### src/rtl/matrix_job_launcher.sv
// Matrix job launcher: validates a (row, column) job, programs the vector-size, matrix-size
// and run CSRs with setup/pulse/hold strobes, then tracks busy/idle and reports completion.
module matrix_job_launcher #(
    parameter int DATA_WIDTH   = 32,
    parameter int PE_NUMBER    = 64,
    parameter int VALID_WIDTH  = 2,
    parameter int BUSY_TIMEOUT = 16
) (
    input  logic                  clk,
    input  logic                  reset,
    input  logic                  cmd_valid,
    output logic                  cmd_ready,
    input  logic [7:0]            cmd_row_size,
    input  logic [7:0]            cmd_column_size,
    output logic                  vec_valid,
    output logic [DATA_WIDTH-1:0] vec_data,
    input  logic                  vec_ready,
    output logic                  mat_valid,
    output logic [DATA_WIDTH-1:0] mat_data,
    input  logic                  mat_ready,
    output logic                  csr_valid,
    output logic [DATA_WIDTH-1:0] csr_data,
    input  logic                  csr_ready,
    output logic                  done,
    output logic [1:0]            err
);
    localparam int CNT_MAX = (VALID_WIDTH > BUSY_TIMEOUT) ? VALID_WIDTH : BUSY_TIMEOUT;
    localparam int CW      = $clog2(CNT_MAX + 1);
    localparam logic [8:0] PE_MAX = 9'(PE_NUMBER);

    typedef enum logic [2:0] {
        S_IDLE, S_CHECK, S_SETUP, S_PULSE, S_HOLD, S_WAIT_BUSY, S_WAIT_IDLE, S_DONE
    } state_e;

    // Which CSR write the shared SETUP/PULSE/HOLD sequence is currently serving.
    typedef enum logic [1:0] {P_VEC, P_MAT, P_RUN, P_DISARM} port_e;

    state_e                state_q, state_d;
    port_e                 port_q, port_d;
    logic [CW-1:0]         cnt_q, cnt_d;
    logic [7:0]            row_q, row_d, col_q, col_d;
    logic [1:0]            code_q, code_d;
    logic                  vec_valid_q, vec_valid_d, mat_valid_q, mat_valid_d;
    logic                  csr_valid_q, csr_valid_d, done_q, done_d;
    logic [1:0]            err_q, err_d;
    logic [DATA_WIDTH-1:0] vec_data_q, vec_data_d, mat_data_q, mat_data_d;
    logic [DATA_WIDTH-1:0] csr_data_q, csr_data_d;
    logic                  bad_size;

    assign cmd_ready = (state_q == S_IDLE) && vec_ready && mat_ready && csr_ready;
    assign bad_size  = (cmd_row_size == 8'd0) || ({1'b0, cmd_row_size} > PE_MAX) ||
                       (cmd_column_size == 8'd0) || ({1'b0, cmd_column_size} > PE_MAX);

    always_comb begin
        state_d    = state_q;
        port_d     = port_q;
        cnt_d      = cnt_q;
        row_d      = row_q;
        col_d      = col_q;
        code_d     = code_q;
        vec_data_d = vec_data_q;
        mat_data_d = mat_data_q;
        csr_data_d = csr_data_q;
        case (state_q)
            S_IDLE: if (cmd_valid && cmd_ready) begin
                row_d   = cmd_row_size;
                col_d   = cmd_column_size;
                code_d  = bad_size ? 2'b01 : 2'b00;
                state_d = S_CHECK;
            end
            S_CHECK: begin
                if (code_q != 2'b00) begin
                    state_d = S_DONE;
                end else begin
                    state_d    = S_SETUP;
                    port_d     = P_VEC;
                    vec_data_d = DATA_WIDTH'(row_q);
                end
            end
            S_SETUP: begin
                state_d = S_PULSE;
                cnt_d   = '0;
            end
            S_PULSE: begin
                if (cnt_q == CW'(VALID_WIDTH - 1)) state_d = S_HOLD;
                else                               cnt_d   = cnt_q + 1'b1;
            end
            S_HOLD: begin
                case (port_q)
                    P_VEC: begin
                        state_d    = S_SETUP;
                        port_d     = P_MAT;
                        mat_data_d = DATA_WIDTH'(col_q);
                    end
                    P_MAT: begin
                        state_d    = S_SETUP;
                        port_d     = P_RUN;
                        csr_data_d = DATA_WIDTH'(1);
                    end
                    P_RUN: begin
                        state_d = S_WAIT_BUSY;
                        cnt_d   = '0;
                    end
                    default: state_d = S_WAIT_IDLE;
                endcase
            end
            S_WAIT_BUSY: begin
                // A busy indication wins over a timeout landing in the same cycle.
                if (!csr_ready || (cnt_q == CW'(BUSY_TIMEOUT - 1))) begin
                    if (csr_ready) code_d = 2'b10;
                    state_d    = S_SETUP;
                    port_d     = P_DISARM;
                    csr_data_d = '0;
                end else begin
                    cnt_d = cnt_q + 1'b1;
                end
            end
            S_WAIT_IDLE: if (csr_ready) state_d = S_DONE;
            S_DONE: begin
                state_d = S_IDLE;
                code_d  = 2'b00;
            end
            default: state_d = S_IDLE;
        endcase
        // Strobes are registered from the next state so they leave the flops glitch-free.
        vec_valid_d = (state_d == S_PULSE) && (port_d == P_VEC);
        mat_valid_d = (state_d == S_PULSE) && (port_d == P_MAT);
        csr_valid_d = (state_d == S_PULSE) && ((port_d == P_RUN) || (port_d == P_DISARM));
        done_d      = (state_d == S_DONE);
        err_d       = (state_d == S_DONE) ? code_d : 2'b00;
    end

    always_ff @(posedge clk or posedge reset) begin
        if (reset) begin
            state_q     <= S_IDLE;
            port_q      <= P_VEC;
            cnt_q       <= '0;
            row_q       <= '0;
            col_q       <= '0;
            code_q      <= 2'b00;
            vec_valid_q <= 1'b0;
            mat_valid_q <= 1'b0;
            csr_valid_q <= 1'b0;
            vec_data_q  <= '0;
            mat_data_q  <= '0;
            csr_data_q  <= '0;
            done_q      <= 1'b0;
            err_q       <= 2'b00;
        end else begin
            state_q     <= state_d;
            port_q      <= port_d;
            cnt_q       <= cnt_d;
            row_q       <= row_d;
            col_q       <= col_d;
            code_q      <= code_d;
            vec_valid_q <= vec_valid_d;
            mat_valid_q <= mat_valid_d;
            csr_valid_q <= csr_valid_d;
            vec_data_q  <= vec_data_d;
            mat_data_q  <= mat_data_d;
            csr_data_q  <= csr_data_d;
            done_q      <= done_d;
            err_q       <= err_d;
        end
    end

    assign vec_valid = vec_valid_q;
    assign vec_data  = vec_data_q;
    assign mat_valid = mat_valid_q;
    assign mat_data  = mat_data_q;
    assign csr_valid = csr_valid_q;
    assign csr_data  = csr_data_q;
    assign done      = done_q;
    assign err       = err_q;
endmodule

### config.mk
export PLATFORM = sky130hd
export DESIGN_NAME = matrix_job_launcher
export DESIGN_NICKNAME = d
export VERILOG_FILES = /design/src/rtl/matrix_job_launcher.sv
export SDC_FILE = /design/constraint.sdc
export NUM_CORES = 1
export LEC_CHECK = 0
export ABC_AREA = 0
export CAP_MARGIN = 20
export CORE_MARGIN = 5
export CORE_UTILIZATION = 47
export DETAILED_ROUTE_END_ITERATION = 10
export GPL_TIMING_DRIVEN = 0
export PLACE_DENSITY_LB_ADDON = 0.1
export SYNTH_ARGS = -nofsm -noshare
export SYNTH_HDL_FRONTEND = slang
export SYNTH_SLANG_ARGS = --single-unit
### constraint.sdc
create_clock -name clk -period 3.5 [get_ports clk]
set_input_delay 0.525 -clock clk [delete_from_list [all_inputs] [get_ports clk]]
set_output_delay 0.525 -clock clk [all_outputs]
set_load 0.01 [all_outputs]
# Word-level counts from Yosys, hierarchy flattened

Cells that the tools add are included.

Add/subtract/negate cells: 1
Order comparisons: 2
Equality and inequality tests: 21
Multiplexer cells: 24
Bitwise operators: 1
Reductions and logical operators: 27

Operators by type and width:

| kind                | count |
|---|---|
| $mux 32             | 2 |
| $pmux 32 s2         | 1 |
| $pmux 3 s8          | 1 |
| $pmux 5 s4          | 1 |
| $gt 8x7->1 const B  | 2 |
| $logic_not 8->1     | 2 |
| $eq 3x3->1 const B  | 5 |
| $mux 3              | 5 |
| $mux 5              | 3 |
| $mux 2              | 6 |
| $pmux 2 s3          | 2 |
| $ne 2x2->1 const B  | 5 |
| $eq 3x2->1 const B  | 3 |
| $logic_and 1x1->1   | 7 |
| $eq 2x2->1 const B  | 3 |
| $pmux 3 s2          | 1 |
| $reduce_and 2->1    | 3 |
| $add 5x1->5 const B | 1 |
| $eq 5x1->1 const B  | 1 |
| $eq 5x4->1 const B  | 1 |
| $logic_or 1x1->1    | 5 |
| $eq 2x1->1 const B  | 2 |
| $logic_not 2->1     | 2 |
| $pmux 2 s2          | 1 |
| other kinds (10)    | 11 |

Register bits after elaboration: 82
Input port bits: 22
Output and inout port bits: 103
Word-level logic and storage cells: 90

# Longest topological paths before layout

Depth after elaboration: 9
Depth in mapped cells: 8
Depth with buffers taken out: 8

# Least setup slack after synthesis

No wires, ideal clock.

Kind: register to register
From: register cnt_q[0]
To: register cnt_q[2]
Library setup time: 0.122 ns
Data arrival time: 1.973 ns
Data required time: 3.378 ns
Slack: 1.405 ns
Cell stages (with the launch flop): 9
Cells stage by stage: dfrtp_1 -> ha_1 -> and3_1 -> ha_1 -> and2b_1 -> mux2i_1 -> a211oi_2 -> o21ai_0 -> o2bb2ai_1

Word-level cells in the longest chain between the ends: 4

RTL lines:

| item                                                | RTL line | text |
|---|---|---|
| from (decl)                                         | 40       | `logic [CW-1:0] cnt_q, cnt_d;` |
| from (signal assigned)                              | 152      | `cnt_q <= cnt_d;` |
| branches (longest 4 deep; another with $add 5x1->5) | -        |  |

Parallel ways; which one is timed is not known. The select of a mux whose other input is x is not followed.
A chain may end at the register's enable or synchronous reset.

# Worst setup path in the final report

From: input csr_ready
To: output cmd_ready

Word-level cells in the longest chain between the ends: 1

RTL lines:

| item              | RTL line | text |
|---|---|---|
| from (decl)       | 23       | `input logic csr_ready,` |
| $logic_and 1x1->1 | 50       | `assign cmd_ready = (state_q == S_IDLE) && vec_ready && mat_ready && csr_ready;` |
| to (decl)         | 12       | `output logic cmd_ready,` |

Every way passes these cells.

==> out/qor.json <==
{
  "synth_top_family_by_area": {"value": "buffers and inverters"},
  "wire_per_inst": {"value": 12.7, "unit": "um"},
  "leakagePower": {"value": 2.13, "unit": "nW"},
  "n_antenna_cell": {"value": 0},
  "setup_violations_final": {"value": 0},
  "final-instance-count-excl-fill": {"value": 496},
  "status": {"value": "finished clean"},
  "cts.sinks": {"value": 51},
  "crit_chain": {"value": "clkdlybuf4s50_1, and4b_1, and2_1, clkdlybuf4s50_1"},
  "cts_hold_buf": {"value": 0},
  "placed_area": {"value": 4010, "unit": "sq um"},
  "core_box_area": {"value": 6420, "unit": "sq um"},
  "num_rows": {"value": 29},
  "fin_total_pwr": {"value": 2.32, "unit": "mW"},
  "synth.mux.area_fraction": {"value": 12.8, "unit": "%"},
  "ys_types": {"value": 47},
  "post_route_cells_drive_above_1_share": {"value": 33.7, "unit": "%"},
  "dieArea": {"value": 8430, "unit": "sq um"},
  "totalWireLength": {"value": 6280, "unit": "um"},
  "cp_data_required_time": {"value": 2.97, "unit": "ns"},
  "worstReg2RegStart": {"value": "cnt_q[0]"},
  "dp_hpwl": {"value": 4990, "unit": "um"},
  "post_synth_xor_area_fraction": {"value": 0.556, "unit": "%"},
  "remaining_drc_errors": {"value": 0},
  "dr.max_layer_used": {"value": "met4"},
  "floorplan.io_pins": {"value": 125},
  "post_synthesis_average_cell_area": {"value": 11.0, "unit": "sq um"},
  "synth-compound-area-share": {"value": 7.59, "unit": "%"},
  "crit_path_start_kind": {"value": "input port"},
  "finalWeightedCongestion": {"value": 0.866},
  "detailroute.wirelength.met3": {"value": 571, "unit": "um"},
  "rr_endpoint": {"value": "cnt_q[2]"},
  "clkSlewWorstSetupHoldPaths": {"value": 0.10, "unit": "ns"},
  "route.met2.wl": {"value": 3120, "unit": "um"},
  "reg2regPathDepth": {"value": 8},
  "reg2reg_slack": {"value": 1.10, "unit": "ns"},
  "post-route-cell-area": {"value": 4100, "unit": "sq um"},
  "fmax": {"value": 0.380, "unit": "GHz"},
  "share_of_flip_flops_with_an_asynchronous_set_or_reset_after_synthesis": {"value": 100, "unit": "%"},
  "netlist.area_leader.share": {"value": 40.5, "unit": "%"},
  "placed_cells_incl_taps": {"value": 488},
  "met1Wirelength": {"value": 2520, "unit": "um"},
  "clkLatencyLatePin": {"value": 0.31, "unit": "ns"},
  "drtAntennaViolNets": {"value": 0},
  "antenna_found_initial": {"value": 0},
  "synth.yosys.seq_area_share": {"value": 40.5, "unit": "%"},
  "synth_cells": {"value": 287},
  "worstPathArrival": {"value": 2.11, "unit": "ns"},
  "post_synth_and_or_nand_nor_area_fraction": {"value": 12.3, "unit": "%"},
  "timing_worst_slew_pin_value": {"value": 0.522, "unit": "ns"},
  "root_buffer": {"value": "sky130_fd_sc_hd__clkbuf_8"},
  "grt_start_max_net_pins": {"value": 38},
  "peakVddDrop": {"value": 324, "unit": "uV"},
  "timing.hold.worst.class": {"value": "input port to async pin"},
  "global_route.usage.total": {"value": 15.0, "unit": "%"},
  "timing.final.hold_violations": {"value": 0},
  "via_count": {"value": 2172},
  "post_synth_edffs": {"value": 0},
  "tritoncts": {"value": "built"},
  "rsz0062_at_grt": {"value": "no"},
  "max-cap-violations": {"value": 0},
  "initial_cell_density_of_the_core": {"value": 49.0, "unit": "%"},
  "die_h": {"value": 91.8, "unit": "um"},
  "die-width": {"value": 91.8, "unit": "um"},
  "grt_first_pass_wirelength": {"value": 10300, "unit": "um"},
  "synth_adder_area_share": {"value": 4.77, "unit": "%"},
  "detailedRoute.firstIterationViolations": {"value": 70},
  "nNetsFinal": {"value": 452},
  "crit_path_max_incr_delay": {"value": 0.57, "unit": "ns"},
  "postCtsSetupBuffers": {"value": 0},
  "number_of_global_route_vias_before_repair": {"value": 2120},
  "quantity_of_gates_resized_following_cts": {"value": 0},
  "critical_path.top_delay_family": {"value": "buffers and inverters"},
  "setup-tns-final": {"value": 0, "unit": "ns"},
  "final.period_utilization": {"value": 75.2, "unit": "%"},
  "htree_num_levels": {"value": 2},
  "timing.slew.headroom": {"value": 64.9, "unit": "%"},
  "globalRoute.totalOverflow": {"value": 0},
  "cp_buf_inv_count": {"value": 2},
  "cts_inserted_buffers": {"value": 5},
  "finalMaxSlewViolations": {"value": 0},
  "synth_top_flop_cell": {"value": "sky130_fd_sc_hd__dfrtp_1"},
  "top_cell_type_by_total_area_after_synthesis": {"value": "sky130_fd_sc_hd__dfrtp_1"},
  "synth-seq-cells": {"value": 51},
  "yosys-top-cells-area": {"value": "sky130_fd_sc_hd__dfrtp_1, sky130_fd_sc_hd__buf_4, sky130_fd_sc_hd__mux2_2, sky130_fd_sc_hd__ha_1, sky130_fd_sc_hd__o21ai_0"},
  "portBuffers": {"value": 45},
  "firstDrtPassIters": {"value": 4},
  "viasPerCell": {"value": 4.38},
  "critical_path_class": {"value": "input port to primary output"},
  "netlist_area": {"value": 3150, "unit": "sq um"},
  "cts_buffer_depth": {"value": 2},
  "skew": {"value": 0.0117, "unit": "ns"},
  "ys.warnings.count": {"value": 0},
  "kind_of_capture_point_of_the_worst_setup_path": {"value": "primary output"},
  "final_period_minus_worst_setup_slack": {"value": 2.63, "unit": "ns"},
  "power_per_cell_area": {"value": 566, "unit": "nW/um^2"},
  "cp_max_fo": {"value": 5},
  "path_common_cell": {"value": "sky130_fd_sc_hd__clkdlybuf4s50_1"},
  "area.growth.synth_to_final": {"value": 30.2, "unit": "%"},
  "crit_slowest_cell": {"value": "sky130_fd_sc_hd__clkdlybuf4s50_1"}
}
-- synthesized netlist by cell type, types with 3 or more instances --
library cell	instances
sky130_fd_sc_hd__nor2_1	9
sky130_fd_sc_hd__mux2_2	30
sky130_fd_sc_hd__nand2b_1	3
sky130_fd_sc_hd__and2b_1	3
sky130_fd_sc_hd__o21ai_0	11
sky130_fd_sc_hd__nor2b_1	5
sky130_fd_sc_hd__mux2_1	3
sky130_fd_sc_hd__buf_2	3
sky130_fd_sc_hd__ha_1	12
sky130_fd_sc_hd__nand2_1	11
sky130_fd_sc_hd__dfrtp_1	51
sky130_fd_sc_hd__mux2i_1	3
sky130_fd_sc_hd__a21oi_1	7
sky130_fd_sc_hd__inv_1	8
sky130_fd_sc_hd__nor4b_2	3
sky130_fd_sc_hd__buf_4	80
sky130_fd_sc_hd__nor3_1	3
-- metrics by stage --
step	hold WS [ns]	worst slack (ns)	util [%]
after floorplan	0.459	1.41	-
after CTS	0.488	0.874	63.8
after detailed placement	0.477	0.879	62.4
final	0.478	0.867	63.8
after global placement	0.470	0.744	62.1
after global routing	0.500	0.798	63.8
-- power by group --
part           switching [mW]  internal, mW
Clock                   0.208         0.143
Sequential              0.101         0.756
Combinational           0.570         0.541
-- final cells by class --
class | instances | area (sq um)
clock buffer | 5 | 68.8
buffer | 85 | 638
multi-input combinational | 220 | 1490
clock inverter | 3 | 23.8
timing repair buffer | 46 | 470
tap | 77 | 96.3
sequential | 51 | 1280
fill | 536 | 2320
inverter | 9 | 33.8
-- state kept, by name, indices dropped and copies added, names as in the netlist, 3 cells and up --
signal,count
cnt_q,5
row_q,8
vec_data,8
state_q,3
col_q,8
mat_data,8
-- cell usage in the layout (no fill, tap or decap), types with 5 or more instances in the layout --
master	instances
sky130_fd_sc_hd__a21oi_1	7
sky130_fd_sc_hd__nand2_1	11
sky130_fd_sc_hd__ha_1	12
sky130_fd_sc_hd__conb_1	79
sky130_fd_sc_hd__nor2_1	9
sky130_fd_sc_hd__mux2_2	30
sky130_fd_sc_hd__inv_1	7
sky130_fd_sc_hd__clkdlybuf4s50_1	45
sky130_fd_sc_hd__nor2b_1	5
sky130_fd_sc_hd__o21ai_0	11
sky130_fd_sc_hd__clkbuf_8	5
sky130_fd_sc_hd__buf_4	80
sky130_fd_sc_hd__dfrtp_1	51
-- how the worst max path moves through the flow --
stage	cells past startpoint	slack (ns)	to	startpoint
after floorplan	8	1.41	cnt_q[2]	cnt_q[0]
after global placement	2	0.74	vec_data[5]	reset
after global routing	4	0.80	cmd_ready	csr_ready
after detailed placement	4	0.88	cmd_ready	csr_ready
after CTS	4	0.87	cmd_ready	csr_ready
final	4	0.87	cmd_ready	csr_ready
-- metal layers --
| layer | track usage (%) | vias up |
|---|---|---|
| met2 | 25.6 | 75 |
| met4 | 3.71 | 0 |
| met3 | 4.34 | 6 |
| li1 | - | 1085 |
| met1 | 18.6 | 1006 |
| met5 | 0 | - |
-- kinds of logic after synthesis --
kind of cell	Yosys count
muxes	36
and+or+nand+nor	56
DFF	51
other	1
buffers and inverters	94
AOI/OAI and AO/OA	35
xor gates and xnor gates	2
adders and majority gates	12
Power figures use the tool's default switching activity.
